<file path="config.mk">
export PLATFORM = sky130hd
export DESIGN_NAME = ulpi_phy_resp
export DESIGN_NICKNAME = d
export VERILOG_FILES = /design/src/rtl/ulpi_pkg.sv /design/src/rtl/ulpi_phy_regs.sv /design/src/rtl/ulpi_phy_resp.sv
export SDC_FILE = /design/constraint.sdc
export NUM_CORES = 1
export LEC_CHECK = 0
export CORE_AREA = 3 3 118 120
export DETAILED_ROUTE_END_ITERATION = 8
export DIE_AREA = 0 0 121 123
export PLACE_DENSITY = 0.69
export SLEW_MARGIN = 0
export SYNTH_ARGS = -nofsm -noshare
export SYNTH_HDL_FRONTEND = slang
export SYNTH_HIERARCHICAL = 1
export SYNTH_SLANG_ARGS = --single-unit
</file>
<file path="constraint.sdc">
create_clock -name uclk -period 2.58 [get_ports uclk]
set_input_delay 0.516 -clock uclk [delete_from_list [all_inputs] [get_ports uclk]]
set_output_delay 0.516 -clock uclk [all_outputs]
set_load 0.01 [all_outputs]
</file>
<file path="src/rtl/ulpi_pkg.sv">
// Shared constants and state encoding for the ULPI PHY-side responder.
// Covers TX CMD opcodes, RX CMD field layout and the fixed ID register addresses.
package ulpi_pkg;

  localparam logic [1:0] CMD_IDLE = 2'b00;
  localparam logic [1:0] CMD_TX   = 2'b01;
  localparam logic [1:0] CMD_REGW = 2'b10;
  localparam logic [1:0] CMD_REGR = 2'b11;

  localparam int RXCMD_LS_LSB  = 0;
  localparam int RXCMD_EVT_LSB = 4;

  localparam logic [1:0] RXEVT_NONE   = 2'b00;
  localparam logic [1:0] RXEVT_ACTIVE = 2'b01;

  localparam logic [5:0] ADDR_VENDOR_LO  = 6'h00;
  localparam logic [5:0] ADDR_VENDOR_HI  = 6'h01;
  localparam logic [5:0] ADDR_PRODUCT_LO = 6'h02;
  localparam logic [5:0] ADDR_PRODUCT_HI = 6'h03;

  typedef enum logic [3:0] {
    ST_IDLE,
    ST_REGW_CMD,
    ST_REGW_DATA,
    ST_REGW_STP,
    ST_REGR_CMD,
    ST_TURN1,
    ST_REGR_DATA,
    ST_TX_CMD,
    ST_TX_DATA,
    ST_RX_TURN,
    ST_RX_DATA,
    ST_RX_EOP,
    ST_RX_REL
  } state_t;

  function automatic logic [7:0] rx_cmd(input logic [1:0] evt, input logic [1:0] ls);
    rx_cmd = (8'(evt) << RXCMD_EVT_LSB) | (8'(ls) << RXCMD_LS_LSB);
  endfunction

endpackage

</file>
<file path="src/rtl/ulpi_phy_regs.sv">
// Register file served to the link: writable scratch registers above the
// read-only vendor/product ID bytes, with out-of-range addresses reading zero.
module ulpi_phy_regs #(
  parameter int          NREG       = 16,
  parameter logic [15:0] VENDOR_ID  = 16'h0424,
  parameter logic [15:0] PRODUCT_ID = 16'h0009
) (
  input  logic       uclk,
  input  logic       reset,
  input  logic       wr_en,
  input  logic [5:0] wr_addr,
  input  logic [7:0] wr_data,
  input  logic [5:0] rd_addr,
  output logic [7:0] rd_data
);
  import ulpi_pkg::*;

  localparam int AW = (NREG > 1) ? $clog2(NREG) : 1;

  logic [7:0] regs [NREG];
  logic       wr_ok;
  logic       rd_in_range;

  // ID bytes are decoded from parameters, so their storage slots never take writes
  assign wr_ok       = wr_en && (int'(wr_addr) < NREG) && (wr_addr > ADDR_PRODUCT_HI);
  assign rd_in_range = int'(rd_addr) < NREG;

  always_ff @(posedge uclk) begin
    if (reset) begin
      for (int i = 0; i < NREG; i++) regs[i] <= 8'h00;
    end else if (wr_ok) begin
      regs[wr_addr[AW-1:0]] <= wr_data;
    end
  end

  always_comb begin
    rd_data = 8'h00;
    if (rd_in_range) begin
      case (rd_addr)
        ADDR_VENDOR_LO:  rd_data = VENDOR_ID[7:0];
        ADDR_VENDOR_HI:  rd_data = VENDOR_ID[15:8];
        ADDR_PRODUCT_LO: rd_data = PRODUCT_ID[7:0];
        ADDR_PRODUCT_HI: rd_data = PRODUCT_ID[15:8];
        default:         rd_data = regs[rd_addr[AW-1:0]];
      endcase
    end
  end

endmodule

</file>
<file path="src/rtl/ulpi_phy_resp.sv">
// PHY-side ULPI responder: decodes link TX CMDs, serves the register file,
// forwards transmit bytes to the line model and turns the bus around for receive.
module ulpi_phy_resp #(
  parameter int          NREG       = 16,
  parameter logic [15:0] VENDOR_ID  = 16'h0424,
  parameter logic [15:0] PRODUCT_ID = 16'h0009
) (
  input  logic       uclk,
  input  logic       reset,
  input  logic [7:0] udata_i,
  output logic [7:0] udata_o,
  output logic       udata_oe,
  input  logic       ustp,
  output logic       udir,
  output logic       unxt,
  input  logic [1:0] line_state,
  output logic       txp_dv,
  output logic [7:0] txp_data,
  output logic       txp_last,
  input  logic       txp_rdy,
  input  logic       rxp_dv,
  input  logic [7:0] rxp_data,
  input  logic       rxp_last,
  output logic       rxp_rdy
);
  import ulpi_pkg::*;

  state_t     state, state_d;
  logic [5:0] addr_q, addr_d;
  logic [3:0] pid_q, pid_d;
  logic       udir_d, unxt_d, oe_d, txp_dv_d, txp_last_d, wr_en;
  logic [7:0] udata_o_d, txp_data_d, rd_data;

  ulpi_phy_regs #(
    .NREG(NREG),
    .VENDOR_ID(VENDOR_ID),
    .PRODUCT_ID(PRODUCT_ID)
  ) u_regs (
    .uclk(uclk),
    .reset(reset),
    .wr_en(wr_en),
    .wr_addr(addr_q),
    .wr_data(udata_i),
    .rd_addr(addr_q),
    .rd_data(rd_data)
  );

  assign rxp_rdy = (state == ST_RX_DATA) && rxp_dv;

  always_ff @(posedge uclk) begin
    if (reset) begin
      state    <= ST_IDLE;
      addr_q   <= '0;
      pid_q    <= '0;
      udir     <= 1'b0;
      unxt     <= 1'b0;
      udata_oe <= 1'b0;
      udata_o  <= 8'h00;
      txp_dv   <= 1'b0;
      txp_data <= 8'h00;
      txp_last <= 1'b0;
    end else begin
      state    <= state_d;
      addr_q   <= addr_d;
      pid_q    <= pid_d;
      udir     <= udir_d;
      unxt     <= unxt_d;
      udata_oe <= oe_d;
      udata_o  <= udata_o_d;
      txp_dv   <= txp_dv_d;
      txp_data <= txp_data_d;
      txp_last <= txp_last_d;
    end
  end

  always_comb begin
    state_d    = state;
    addr_d     = addr_q;
    pid_d      = pid_q;
    udir_d     = udir;
    unxt_d     = unxt;
    oe_d       = udata_oe;
    udata_o_d  = udata_o;
    txp_dv_d   = 1'b0;
    txp_data_d = txp_data;
    txp_last_d = 1'b0;
    wr_en      = 1'b0;

    case (state)
      // A command on the bus always beats a pending receive packet
      ST_IDLE: begin
        if (udata_i != 8'h00) begin
          case (udata_i[7:6])
            CMD_TX: begin
              pid_d   = udata_i[3:0];
              unxt_d  = 1'b1;
              state_d = ST_TX_CMD;
            end
            CMD_REGW: begin
              addr_d  = udata_i[5:0];
              unxt_d  = 1'b1;
              state_d = ST_REGW_CMD;
            end
            CMD_REGR: begin
              addr_d  = udata_i[5:0];
              unxt_d  = 1'b1;
              state_d = ST_REGR_CMD;
            end
            CMD_IDLE: begin
            end
          endcase
        end else if (rxp_dv && !ustp) begin
          udir_d  = 1'b1;
          unxt_d  = 1'b1;
          state_d = ST_RX_TURN;
        end
      end
      ST_REGW_CMD: begin
        if (ustp) begin
          unxt_d  = 1'b0;
          state_d = ST_IDLE;
        end else begin
          state_d = ST_REGW_DATA;
        end
      end
      ST_REGW_DATA: begin
        wr_en   = 1'b1;
        unxt_d  = 1'b0;
        state_d = ST_REGW_STP;
      end
      ST_REGW_STP: begin
        if (ustp) state_d = ST_IDLE;
      end
      ST_REGR_CMD: begin
        unxt_d  = 1'b0;
        udir_d  = 1'b1;
        state_d = ST_TURN1;
      end
      ST_TURN1: begin
        oe_d      = 1'b1;
        udata_o_d = rd_data;
        state_d   = ST_REGR_DATA;
      end
      ST_REGR_DATA: begin
        udir_d  = 1'b0;
        oe_d    = 1'b0;
        state_d = ST_IDLE;
      end
      ST_TX_CMD: begin
        txp_dv_d   = 1'b1;
        txp_data_d = {~pid_q, pid_q};
        unxt_d     = txp_rdy;
        state_d    = ST_TX_DATA;
      end
      // nxt mirrors the line model's readiness one cycle late, throttling the link
      ST_TX_DATA: begin
        if (ustp) begin
          txp_last_d = 1'b1;
          unxt_d     = 1'b0;
          state_d    = ST_IDLE;
        end else begin
          if (unxt) begin
            txp_dv_d   = 1'b1;
            txp_data_d = udata_i;
          end
          unxt_d = txp_rdy;
        end
      end
      ST_RX_TURN: begin
        oe_d    = 1'b1;
        state_d = ST_RX_DATA;
      end
      ST_RX_DATA: begin
        if (rxp_dv) begin
          udata_o_d = rxp_data;
          unxt_d    = 1'b1;
          if (rxp_last) state_d = ST_RX_EOP;
        end else begin
          udata_o_d = rx_cmd(RXEVT_ACTIVE, line_state);
          unxt_d    = 1'b0;
        end
      end
      ST_RX_EOP: begin
        udata_o_d = rx_cmd(RXEVT_NONE, line_state);
        unxt_d    = 1'b0;
        state_d   = ST_RX_REL;
      end
      ST_RX_REL: begin
        udir_d  = 1'b0;
        oe_d    = 1'b0;
        state_d = ST_IDLE;
      end
      default: begin
        udir_d  = 1'b0;
        unxt_d  = 1'b0;
        oe_d    = 1'b0;
        state_d = ST_IDLE;
      end
    endcase
  end

endmodule

</file>
Yosys cells after proc, flatten, opt, wreduce, memory -nomap -nowiden
Memories as Yosys holds them, arrays and structs flattened. A register that Yosys moved wholly into a read port is not among the register bits.
Cells that the tools add are included.
{ "word_totals": {"regBits": 35, "ram_bits": 128, "input_bits": 24, "output_inout_bits": 22, "wordCells": 111, "mem_count": 1} }
{ "op_classes": {"order_cmp": 2, "eq_ne": 29, "mux": 40, "bitwise": 4, "n_reduce_logical": 25} }
{ "memory_table": {"columns": ["memory", "depth", "width", "rd", "rd_clocked_by_memory_dff", "wr", "line", "text"], "rows": [
  ["u_regs.regs", 16, 8, 1, 1, 16, "ulpi_phy_regs.sv:20", "logic [7:0] regs [NREG];"]
]} }
{ "op_table": {"columns": ["cell", "n"], "rows": [
  ["2-to-1 mux 8 bit", 5],
  ["case mux 4 bit (10 select lines)", 1],
  ["2-to-1 mux 4 bit", 8],
  ["case mux 8 bit (4 select lines)", 1],
  ["case mux 8 bit (3 select lines)", 1],
  ["== test 4 bit (second input constant)", 5],
  ["OR reduction 9 bit", 2],
  ["2-to-1 mux 1 bit", 17],
  ["== test 4 x 3 -> 1 bit (second input constant)", 4],
  ["case mux 8 bit (2 select lines)", 1],
  ["!= test 2 bit (second input constant)", 7],
  ["== test 6 x 2 -> 1 bit (second input constant)", 2],
  ["case mux 4 bit (3 select lines)", 1],
  ["AND reduction 3 bit", 4],
  ["== test 4 x 2 -> 1 bit (second input constant)", 2],
  ["nonzero test 8 bit", 1],
  ["OR reduction 2 bit", 4],
  ["OR reduction 8 bit", 1],
  ["== test 6 x 1 -> 1 bit (second input constant)", 1],
  ["> comparator 6 x 2 -> 1 bit (second input constant)", 1],
  ["zero test 6 bit", 1],
  ["less-than comparator 6 x 5 -> 1 bit (second input constant)", 1],
  ["!= test 3 bit (second input constant)", 2],
  ["case mux 1 bit (6 select lines)", 1],
  ["other kinds (19)", 26]
]} }

Logic depth before layout (Yosys ltp)
{ "depth": {"depth_word": 9, "ltp_mapped": 9} }

Cells and area by module
Netlist, hierarchy kept.
{ "by_module_without_submodules": {"columns": ["module", "instances", "cells_per_inst", "area_per_inst_um2", "seq_area_each_um2"], "rows": [
  ["ulpi_phy_regs", 1, 323, 4616.9, 2882.8],
  ["ulpi_phy_resp", 1, 224, 1861.8, 700.7]
]} }

Worst setup path before layout
No wires, ideal clock.
{ "synth_timing": {"path_kind": "reg2reg", "startpoint": "register state[0]", "endpoint": "memory u_regs.regs[10][0] (enable)", "setup_ps": 309, "arrival_ps": 1802, "t_required_ps": 2271, "setup_slack_ps": 469, "path_stages_with_launch": 9, "cell_sequence": "dfxtp_1 -> buf_6 -> clkbuf_1 -> inv_1 -> and3_1 -> nor4b_4 -> nand3b_1 -> nor2_1 -> or2_2"} }
{ "synth_rtl": {"columns": ["item", "line", "text"], "rows": [
  ["from (decl)", "ulpi_phy_resp.sv:28", "state_t state, state_d;"],
  ["from (signal assigned)", "ulpi_phy_resp.sv:63", "state <= state_d;"],
  ["to (decl)", "ulpi_phy_regs.sv:20", null]
]} }

Final worst setup path
{ "layout_timing": {"startpoint": "register addr_q[0]", "endpoint": "register udata_o[5]"} }
{ "layout_via": {"elab_chain_cells": 4, "word_cells_on_any_way": 8} }
{ "layout_lines": {"columns": ["item", "line", "text"], "rows": [
  ["from (decl)", "ulpi_phy_resp.sv:29", "logic [5:0] addr_q, addr_d;"],
  ["from (signal assigned)", "ulpi_phy_resp.sv:64", "addr_q <= addr_d;"],
  ["== test 6 x 2 -> 1 bit (tied with other cells)", "ulpi_phy_regs.sv:39", "case (rd_addr)"],
  ["case mux 8 bit (4 select lines)", "ulpi_phy_regs.sv:39", null],
  ["2-to-1 mux 8 bit (*)", "ulpi_phy_regs.sv:38", "if (rd_in_range) begin"],
  ["net rd_data[5]", "ulpi_phy_resp.sv:32", "logic [7:0] udata_o_d, txp_data_d, rd_data;"],
  ["case mux 8 bit (3 select lines) (*)", "ulpi_phy_resp.sv:89", "case (state)"],
  ["to (signal assigned)", "ulpi_phy_resp.sv:69", "udata_o <= udata_o_d;"],
  ["to (decl)", "ulpi_phy_resp.sv:11", "output logic [7:0] udata_o,"]
]} }
Mark *: on every way through the listed nets, which the timed path passes. The rest lies on a longest branch.
A chain may end at the register's enable or synchronous reset.

==> flow_metrics.py <==
metrics = {
    "timing": {
        "drv_slew": 0,
        "relSlewSlack_pct": 52.33,
        "clock_skew_ns": 0.009257,
        "fin_tns_setup_ns": 0,
        "hold_viol_final": 0,
        "rsz0062_at_grt": "false",
        "layout_setup_ws_ns": 0.1553,
        "setup_viol_count_final": 0,
        "max_freq_mhz": 412.4,
        "fin_crit_sh_pct": 93.98,
        "worstMarginPinSlew_ns": 0.6970,
        "fin_crit_ns": 2.425,
    },
    "hold_path": {
        "hold_path_class": "reg -> reg",
        "min_from": "udata_o[0]",
    },
    "synth": {
        "syn_inst": 547,
        "yosysWarnings": 6,
        "synth_edf_count": 96,
        "ys_ff_latch": 131,
        "ys.flop_type": "edfxtp_1",
        "ys_seq_area_share_pct": 55.31,
        "postSynthAreaPerCell_um2": 11.84,
        "ys_types": 59,
        "syn_nets": 571,
        "ys_async_sr_fraction_pct": 0,
        "syn_area_mm2": 0.006479,
    },
    "final_layout": {
        "nets": 635,
        "postLayoutCoreUtil_pct": 59.47,
        "antenna_cells": 0,
        "area_growth_pct": 20.10,
        "final_layout_size_suffix_gt1_share_pct": 16.19,
        "final_cell_mix": "97 x and2_1, 96 x edfxtp_1, 49 x nor2_1",
        "final_common_cell": "and2_1",
        "design_area_mm2": 0.007781,
        "fillers": 1014,
    },
    "critical_path": {
        "crit_chain": "buf_4 > mux2i_1 > nor2_1 > o41ai_1 > a21oi_1 > a221oi_1 > nor3_1",
        "critPathLaunch": "addr_q[0]",
        "arrival_ns": 2.71,
        "start_kind": "flip-flop",
        "critical_path.max_stage_delay_ns": 0.54,
        "critPathSlowestCell": "dfxtp_2",
        "required_ns": 2.86,
        "critPathMaxFanout": 25,
        "crit_type": "reg -> reg",
        "r2r-start": "addr_q[0]",
        "endpoint_kind": "flip-flop",
    },
    "power_and_ir_drop": {
        "power_frac_seq_pct": 39.4,
        "ir_worst_vdd_v": 0.0004551,
        "p_int_mw": 4.534,
        "clockPowerShare_pct": 35.3,
        "power.density_mw_per_mm2": 841.0,
        "power_leakage_nw": 2.851,
        "switching_share_pct": 30.72,
        "share_comb_of_total_power_pct": 25.3,
        "p_sw_mw": 2.010,
    },
    "die": {
        "pin_count": 46,
        "die_h_um": 123,
        "placementRows": 42,
        "fp.dieW_um": 121,
        "coreArea_mm2": 0.01309,
        "die-area_mm2": 0.01488,
        "start_util_pct": 49.51,
    },
    "grt": {
        "grt_max_degree": 48,
        "grt_pass1_wl_um": 24590,
        "antenna_found_initial": 0,
        "overflow": 0,
        "track_usage_pct": 22.31,
        "grt_pass1_vias": 4526,
    },
    "route": {
        "ant_nets": 0,
        "wirelength_um": 16020,
        "vias_per_cell": 5.803,
        "drc": 0,
        "drt_iter0_drc": 550,
        "first_pass_iters": 5,
        "detail_route.wl_per_cell_um": 20.03,
        "vias": 4642,
    },
    "clocking": {
        "clk_latency_ns": 0.42,
        "h-tree-depth": 4,
        "post_cts_buffers": 0,
        "cts_tree": "yes",
        "cts_resized": 0,
        "hold_buffers": 0,
        "numCtsBuffers": 17,
        "clk_pin_slew_ns": 0.06,
        "cts_root_buffer": "clkbuf_16",
        "ctsLongestPathBuffers": 2,
        "cts_num_sinks": 131,
    },
    "job": {
        "cap_violations": 0,
    },
    "place": {
        "place_congestion": 0.9169,
        "place_ws_ns": 0.2162,
        "place_hpwl_um": 10410,
        "place_area_mm2": 0.007208,
        "io_buffers": 45,
    },
    "outcome": {
        "status": "complete, no violations",
    },
}
[per-stage QoR]
step / total power [mW] / instances / hold WS [ns]
6_report: 6.544 / 800 / 0.4588
3_3_place_gp: 4.197 / 768 / 0.4484
4_1_cts: 6.547 / 800 / 0.4623
3_5_place_dp: 4.232 / 768 / 0.4536
5_1_grt: 6.812 / 800 / 0.4901
2_1_floorplan: 3.747 / 547 / 0.4667
[kinds of logic after synthesis]
group / Yosys count / share of synthesized area (%)
AO/OA/AOI/OAI: 77 / 8.440
XOR/XNOR: 1 / 0.1352
buffers and inverters: 40 / 3.380
flip-flops: 131 / 55.31
multiplexers: 36 / 9.328
AND/OR/NAND/NOR: 262 / 23.41
[state kept, by name, summed over array words and instances (netlist names)]
| name | count |
|---|---|
| addr_q | 6 |
| pid_q | 4 |
| state | 4 |
| txp_data | 8 |
| txp_dv | 1 |
| txp_last | 1 |
| u_regs/regs | 96 |
| udata_o | 8 |
| udata_oe | 1 |
| udir | 1 |
| unxt | 1 |
[layout make-up]
cell class	count	area, um2	area share (%)
flip-flops and latches	131	3585	46.07
multi-input cells	376	2676	34.39
repair buffers	80	708.2	9.101
clock buffers	19	464.2	5.966
well taps	176	220.2	2.830
clock inverters	13	108.9	1.399
inverters	5	18.77	0.2412
[worst paths after layout]
path                      to  slack [ns]  depth (start not counted)
setup / recovery  udata_o[5]        0.16                          7
hold / removal    udata_o[0]        0.46                          2
setup reg to reg  udata_o[5]        0.16                          7
hold reg to reg   udata_o[0]        0.46                          2
[synth_stat cells, types with 9 or more instances]
library cell | count | area (um2)
edfxtp_1 | 96 | 2883
dfxtp_1 | 35 | 700.7
nand3_1 | 11 | 55.05
and2_1 | 97 | 606.8
nor3_1 | 16 | 80.08
clkbuf_1 | 15 | 56.30
mux2i_1 | 18 | 180.2
mux4_1 | 11 | 289.0
nor2_1 | 49 | 183.9
nor2b_1 | 18 | 112.6
buf_2 | 10 | 50.05
a211oi_1 | 9 | 67.56
or2_2 | 12 | 75.07
nand2_1 | 28 | 105.1
a21oi_1 | 21 | 105.1
[per-layer routing]
metal	part of all wire (%)	global-route usage (%)	vias up	wire length [um]
met1	43	28.83	2244	6945
li1	-	-	2146	-
met3	6.8	5.764	42	1096
met2	46	35.22	210	7421
met5	0	0	-	0
met4	3.5	10.91	0	557
[power groups by stage]
| stage | sequential (mW) | combinational, mW | clock (mW) |
|---|---|---|---|
| floorplan | 2.57 | 1.18 | 0 |
| global placement | 2.61 | 1.59 | 0 |
| detailed placement | 2.62 | 1.61 | 0 |
| CTS | 2.58 | 1.64 | 2.33 |
| global route | 2.60 | 1.78 | 2.43 |
| finish | 2.58 | 1.66 | 2.31 |
[critical path: cells and delay by family (launching register included)]
family,cells,cell delay (ns)
AND/OR/NAND/NOR,2,0.17
buffers and inverters,1,0.38
multiplexers,1,0.29
AO/OA/AOI/OAI,3,0.89
flip-flops,1,0.54
(Power assumes the default switching activity.)
